**src/rtl/uart_tx_fifo_if.sv**
```systemverilog
// Bus bundle for uart_tx_fifo: writer-side enqueue port, status flags,
// and the transmitter-side uart_in/uart_in_valid/tx_ready handshake.
// The slave modport is the FIFO; the master modport is whoever drives it.
interface uart_tx_fifo_if #(
    parameter int DEPTH = 16
);
    localparam int CW = $clog2(DEPTH) + 1;

    // Writer side
    logic [7:0]    wr_data;
    logic          wr_en;
    logic          flush;
    logic          full;
    logic          empty;
    logic [CW-1:0] count;

    // Transmitter side
    logic [7:0]    uart_in;
    logic          uart_in_valid;
    logic          tx_ready;

    // Overflow status
    logic          ovf;
    logic          ovf_clr;

    modport master (
        output wr_data, wr_en, flush, tx_ready, ovf_clr,
        input  full, empty, count, uart_in, uart_in_valid, ovf
    );

    modport slave (
        input  wr_data, wr_en, flush, tx_ready, ovf_clr,
        output full, empty, count, uart_in, uart_in_valid, ovf
    );
endinterface

```
**src/rtl/uart_tx_fifo.sv**
```systemverilog
// uart_tx_fifo: byte FIFO feeding a UART transmitter.
//
// Storage is a DEPTH-entry array with a registered read whose output
// register doubles as uart_in. A byte written into an otherwise empty
// FIFO bypasses the array and lands directly in the output register so
// it is presented one cycle after the write. DEPTH counts the output
// register too, so the array never holds more than DEPTH-1 bytes and the
// read and write addresses never collide while both are active.
//
// Optional feature: define UART_TX_FIFO_OVF_EN to enable the sticky
// overflow flag. Without it, ovf is tied low and ovf_clr is ignored.
module uart_tx_fifo #(
    parameter int DEPTH = 16
) (
    input logic          clk,
    input logic          rst,
    uart_tx_fifo_if.slave bus
);
    localparam int AW = $clog2(DEPTH);
    localparam int CW = AW + 1;

    // Storage array and pointers
    logic [7:0]    mem [DEPTH];
    logic [AW-1:0] wr_ptr_reg;
    logic [AW-1:0] rd_ptr_reg;

    // Occupancy and flags
    logic [CW-1:0] count_reg;
    logic [CW-1:0] count_next;
    logic          full_reg;
    logic          empty_reg;

    // Output stage
    logic [7:0]    out_reg;
    logic          valid_reg;

    // Overflow flag
    logic          ovf_reg;

    // Per-cycle decisions
    logic          push;
    logic          pop;
    logic          load_out;
    logic [CW-1:0] mem_count;
    logic          mem_has_data;
    logic          mem_rd;
    logic          mem_wr;
    logic          bypass;

    // Handshake decode and routing of the incoming/outgoing byte
    always_comb begin
        push         = bus.wr_en && !full_reg && !bus.flush;
        pop          = valid_reg && bus.tx_ready && !bus.flush;
        // The array holds everything except the byte sitting on uart_in.
        mem_count    = count_reg - CW'(valid_reg);
        mem_has_data = (mem_count != '0);
        // The output register can take a new byte when empty or being drained.
        load_out     = !valid_reg || pop;
        mem_rd       = load_out && mem_has_data && !bus.flush;
        // Only bypass when nothing older is waiting in the array.
        bypass       = load_out && !mem_has_data && push;
        mem_wr       = push && !bypass;
        count_next   = count_reg + CW'(push) - CW'(pop);
    end

    // Array write port; contents are not reset, pointers define validity
    always_ff @(posedge clk) begin
        if (mem_wr) begin
            mem[wr_ptr_reg] <= bus.wr_data;
        end
    end

    // Read/write pointers, wrapping naturally at the power-of-two depth
    always_ff @(posedge clk) begin
        if (rst || bus.flush) begin
            wr_ptr_reg <= '0;
            rd_ptr_reg <= '0;
        end else begin
            if (mem_wr) begin
                wr_ptr_reg <= wr_ptr_reg + AW'(1);
            end
            if (mem_rd) begin
                rd_ptr_reg <= rd_ptr_reg + AW'(1);
            end
        end
    end

    // Output register: registered array read, write bypass, or go idle
    always_ff @(posedge clk) begin
        if (rst) begin
            out_reg   <= 8'h00;
            valid_reg <= 1'b0;
        end else if (bus.flush) begin
            // Data is left as-is; only the valid qualifier drops.
            valid_reg <= 1'b0;
        end else if (load_out) begin
            if (mem_rd) begin
                out_reg   <= mem[rd_ptr_reg];
                valid_reg <= 1'b1;
            end else if (bypass) begin
                out_reg   <= bus.wr_data;
                valid_reg <= 1'b1;
            end else begin
                valid_reg <= 1'b0;
            end
        end
    end

    // Occupancy counter with registered full/empty derived from its next value
    always_ff @(posedge clk) begin
        if (rst || bus.flush) begin
            count_reg <= '0;
            full_reg  <= 1'b0;
            empty_reg <= 1'b1;
        end else begin
            count_reg <= count_next;
            full_reg  <= (count_next == CW'(DEPTH));
            empty_reg <= (count_next == '0);
        end
    end

`ifdef UART_TX_FIFO_OVF_EN
    // Sticky overflow: a write refused for lack of space sets it, and a
    // same-cycle clear loses to the set. Flush-dropped writes do not count.
    always_ff @(posedge clk) begin
        if (rst) begin
            ovf_reg <= 1'b0;
        end else if (bus.wr_en && full_reg && !bus.flush) begin
            ovf_reg <= 1'b1;
        end else if (bus.ovf_clr) begin
            ovf_reg <= 1'b0;
        end
    end
`else
    logic ovf_clr_unused;

    assign ovf_reg        = 1'b0;
    assign ovf_clr_unused = bus.ovf_clr;
`endif

    assign bus.full          = full_reg;
    assign bus.empty         = empty_reg;
    assign bus.count         = count_reg;
    assign bus.uart_in       = out_reg;
    assign bus.uart_in_valid = valid_reg;
    assign bus.ovf           = ovf_reg;

    // Structural invariants of the output stage and counter
    a_count_range: assert property (@(posedge clk) disable iff (rst)
        count_reg <= CW'(DEPTH));
    a_valid_tracks_count: assert property (@(posedge clk) disable iff (rst)
        valid_reg == (count_reg != '0));
    a_flags_track_count: assert property (@(posedge clk) disable iff (rst)
        (empty_reg == (count_reg == '0)) && (full_reg == (count_reg == CW'(DEPTH))));
endmodule
```
**src/flat_wrapper.sv**
```systemverilog
// flat-port wrapper written by rule: the top's interface ports become plain ports
module uart_tx_fifo_flat 
#(
    parameter int DEPTH = 16
)
  (clk, rst, bus_wr_data, bus_wr_en, bus_flush, bus_tx_ready, bus_ovf_clr, bus_full, bus_empty, bus_count, bus_uart_in, bus_uart_in_valid, bus_ovf);
  uart_tx_fifo_if #(.DEPTH(DEPTH)) bus_i ();
  input logic clk;
  input logic rst;
  input wire logic [$bits(bus_i.wr_data)-1:0] bus_wr_data;
  input wire logic [$bits(bus_i.wr_en)-1:0] bus_wr_en;
  input wire logic [$bits(bus_i.flush)-1:0] bus_flush;
  input wire logic [$bits(bus_i.tx_ready)-1:0] bus_tx_ready;
  input wire logic [$bits(bus_i.ovf_clr)-1:0] bus_ovf_clr;
  output wire logic [$bits(bus_i.full)-1:0] bus_full;
  output wire logic [$bits(bus_i.empty)-1:0] bus_empty;
  output wire logic [$bits(bus_i.count)-1:0] bus_count;
  output wire logic [$bits(bus_i.uart_in)-1:0] bus_uart_in;
  output wire logic [$bits(bus_i.uart_in_valid)-1:0] bus_uart_in_valid;
  output wire logic [$bits(bus_i.ovf)-1:0] bus_ovf;
  assign bus_i.wr_data = bus_wr_data;
  assign bus_i.wr_en = bus_wr_en;
  assign bus_i.flush = bus_flush;
  assign bus_i.tx_ready = bus_tx_ready;
  assign bus_i.ovf_clr = bus_ovf_clr;
  assign bus_full = bus_i.full;
  assign bus_empty = bus_i.empty;
  assign bus_count = bus_i.count;
  assign bus_uart_in = bus_i.uart_in;
  assign bus_uart_in_valid = bus_i.uart_in_valid;
  assign bus_ovf = bus_i.ovf;
  uart_tx_fifo #(.DEPTH(DEPTH)) u_core (.clk(clk), .rst(rst), .bus(bus_i));
endmodule
```
**config.mk**
```make
export PLATFORM = sky130hd
export DESIGN_NAME = uart_tx_fifo_flat
export DESIGN_NICKNAME = d
export VERILOG_FILES = /design/src/rtl/uart_tx_fifo_if.sv /design/src/rtl/uart_tx_fifo.sv /design/src/flat_wrapper.sv
export SDC_FILE = /design/constraint.sdc
export NUM_CORES = 1
export LEC_CHECK = 0
export CAP_MARGIN = 25
export CORE_MARGIN = 1.5
export CORE_UTILIZATION = 52
export CTS_CLUSTER_SIZE = 14
export DETAILED_ROUTE_END_ITERATION = 10
export GPL_TIMING_DRIVEN = 1
export PLACE_DENSITY = 0.7
export SKIP_LAST_GASP = 1
export SYNTH_ARGS = -nofsm -noshare
export SYNTH_HDL_FRONTEND = slang
export SYNTH_SLANG_ARGS = --single-unit
```
**constraint.sdc**
```tcl
create_clock -name clk -period 3.5 [get_ports clk]
set_input_delay 0.7 -clock clk [delete_from_list [all_inputs] [get_ports clk]]
set_output_delay 0.7 -clock clk [all_outputs]
set_load 0.01 [all_outputs]
```
==> flow_metrics.tcl <==
set metrics [dict create \
    worstSkewPairLatency_ps 420 \
    place_inst 548 \
    drv_cap 0 \
    die_h_um 114 \
    irDropWorstVdd_v 0.000601 \
    grt_max_degree 33 \
    firstDrtPassIters 5 \
    grt_setup_unrepaired "false" \
    yosysTopAreaCellShare 0.604 \
    ys_top_cells_by_area "edfxtp_1 60%, mux4_2 11%, dfxtp_1 8.8%" \
    worst_pin_slew_ps 762 \
    core_region_area_um2 12000 \
    ff_latch_area_um2 4410 \
    maxSlewViolCount 0 \
    cts_tree "done" \
    worstHoldPathType "flip-flop to flip-flop" \
    io-pin-count 31 \
    max_slew_margin 0.491 \
    synth_seq_cells 156 \
    min_period_ps 2690 \
    finalHoldViolations 0 \
    clock_skew_ps 9.49 \
    cp.arrival_ps 3050 \
    clk_pin_slew_ps 70 \
    synth_edf_count 128 \
    gp_congestion 0.868 \
    ys_warn_count 0 \
    synth_largest_area_cell "edfxtp_1" \
    cp.required_ps 3860 \
    grt.total_usage 0.210 \
    vias 3393 \
    via_per_inst 5.85 \
    die_w_um 114 \
    hold_start "u_core.rd_ptr_reg[3]" \
    die-area_um2 12900 \
    ys_seq_area_frac 0.692 \
    synthToLayoutAreaGrowth_pct 17.1 \
    fmax_ghz 0.371 \
    drive_gt1_frac 0.212 \
    status "finished clean" \
    critPathCaptureType "flip-flop" \
    largest_reg_flops 128 \
    synth_cell_type_count 47 \
    final_cell_mix "128 x edfxtp_1, 33 x nor2_1, 30 x mux4_2, 28 x clkdlybuf4s50_1, 27 x dfxtp_1" \
    syn_inst 369 \
    p_leak_uw 0.00244 \
    cts_resized 0 \
    portBuffers 28 \
    first_iter_violations 294 \
    hpwl_um 7950 \
    clk_path_buf_depth 2 \
    hold_buffers 0 \
    post_drt_wl_per_cell_um 21.4 \
    n_antenna_cell 0 \
    critPathKind "primary input to flip-flop" \
    reg2reg_from "u_core.bus.count[2]" \
    final_cells 580 \
    grt_pass1_vias 3463 \
    fin_tns_setup_ps 0 \
    syn_nets 397 \
    drc_errors 0 \
    cts_max_level 4 \
    start_util 0.532 \
    syn_area_um2 6370 \
    layout_commonest_cell "edfxtp_1" \
    cts.sinks 156 \
    startpoint "bus_wr_en" \
    overflow 0 \
    avgSynthCellArea_um2 17.3 \
    period_share 0.770 \
    rows 40 \
    numCtsBuffers 17 \
    synthArstFlopShare 0 \
    critPathLaunchType "primary input" \
    postRouteAntennaNets 0 \
    ys.flop_type "edfxtp_1" \
    antenna_found_initial 0 \
    whs_ps 501 \
    setup_viol 0 \
    multi_input_area_um2 1790 \
    final_nets 448 \
    power_density_nw_per_um2 566 \
    cts-root-buf "clkbuf_16" \
    cts_setup_buffers 0 \
    cp_max_fo 4 \
    grt_pass1_wl_um 19200 \
    drt-total-wl_um 12400 \
    fillers 857 \
]
per-layer routing:
metal / global-route usage / part of all wire / vias up
li1: - / - / 1565
met1: 0.285 / 0.44 / 1702
met2: 0.321 / 0.49 / 103
met3: 0.0521 / 0.048 / 23
met4: 0.100 / 0.026 / 0
met5: 0 / 0 / -
final timing paths:
check | end | slack, ps | cells after the start
hold / removal | u_core.rd_ptr_reg[3] | 500 | 2
hold reg to reg | u_core.rd_ptr_reg[3] | 500 | 2
setup / recovery | u_core.bus.empty | 810 | 12
setup reg to reg | u_core.mem[1][5] | 1130 | 8
synthesized netlist by cell type, types with 6 or more instances:
cell,count
nor2_1,33
edfxtp_1,128
o21ai_0,8
inv_1,13
ha_1,13
nand2_1,6
buf_6,6
dfxtp_1,28
a21o_1,10
mux4_2,30
a311oi_1,8
a22oi_1,16
critical path: stages:
cell and delay (ps):
clkdlybuf4s50_1 450, nor2b_1 190, or2b_1 310, inv_1 100, ha_1 190, inv_1 60, fa_1 400, o21bai_1 160
a21oi_1 90, xnor2_1 210, nor2_1 80, a21oi_1 120
through the flow:
step	setup WS, ps	area [um2]	total power (uW)	utilization
after CTS	823	7450	4240	0.623
final	806	7450	4220	0.623
after detailed placement	396	6870	2450	0.574
after global routing	643	7450	4350	0.623
after global placement	439	6870	2450	0.574
after floorplan	958	6370	2320	-
logic make-up after synthesis:
logic type / count (synthesis) / synth area share
DFF: 156 / 0.692
and+or+nand+nor: 65 / 0.0491
AOI/OAI and AO/OA: 60 / 0.0725
muxes: 35 / 0.119
buffers and inverters: 30 / 0.0271
adders and majority gates: 14 / 0.0287
xor gates and xnor gates: 8 / 0.0110
other: 1 / 0.000589
report_power, final:
group	switching (uW)	leakage, uW	internal (uW)	total (uW)
Sequential	21.1	0.00138	2040	2060
Combinational	190	0.000790	161	351
Clock	747	0.000274	1060	1800
Total	958	0.00244	3260	4220
final cells by class:
class / instances / area share
repair buffers: 49 / 0.0587
clock buffers: 17 / 0.0571
flip-flops and latches: 156 / 0.591
multi-input cells: 183 / 0.240
clock inverters: 15 / 0.0220
inverters: 13 / 0.00655
well taps: 147 / 0.0247
No activity file was read; power rests on OpenSTA's default activity.
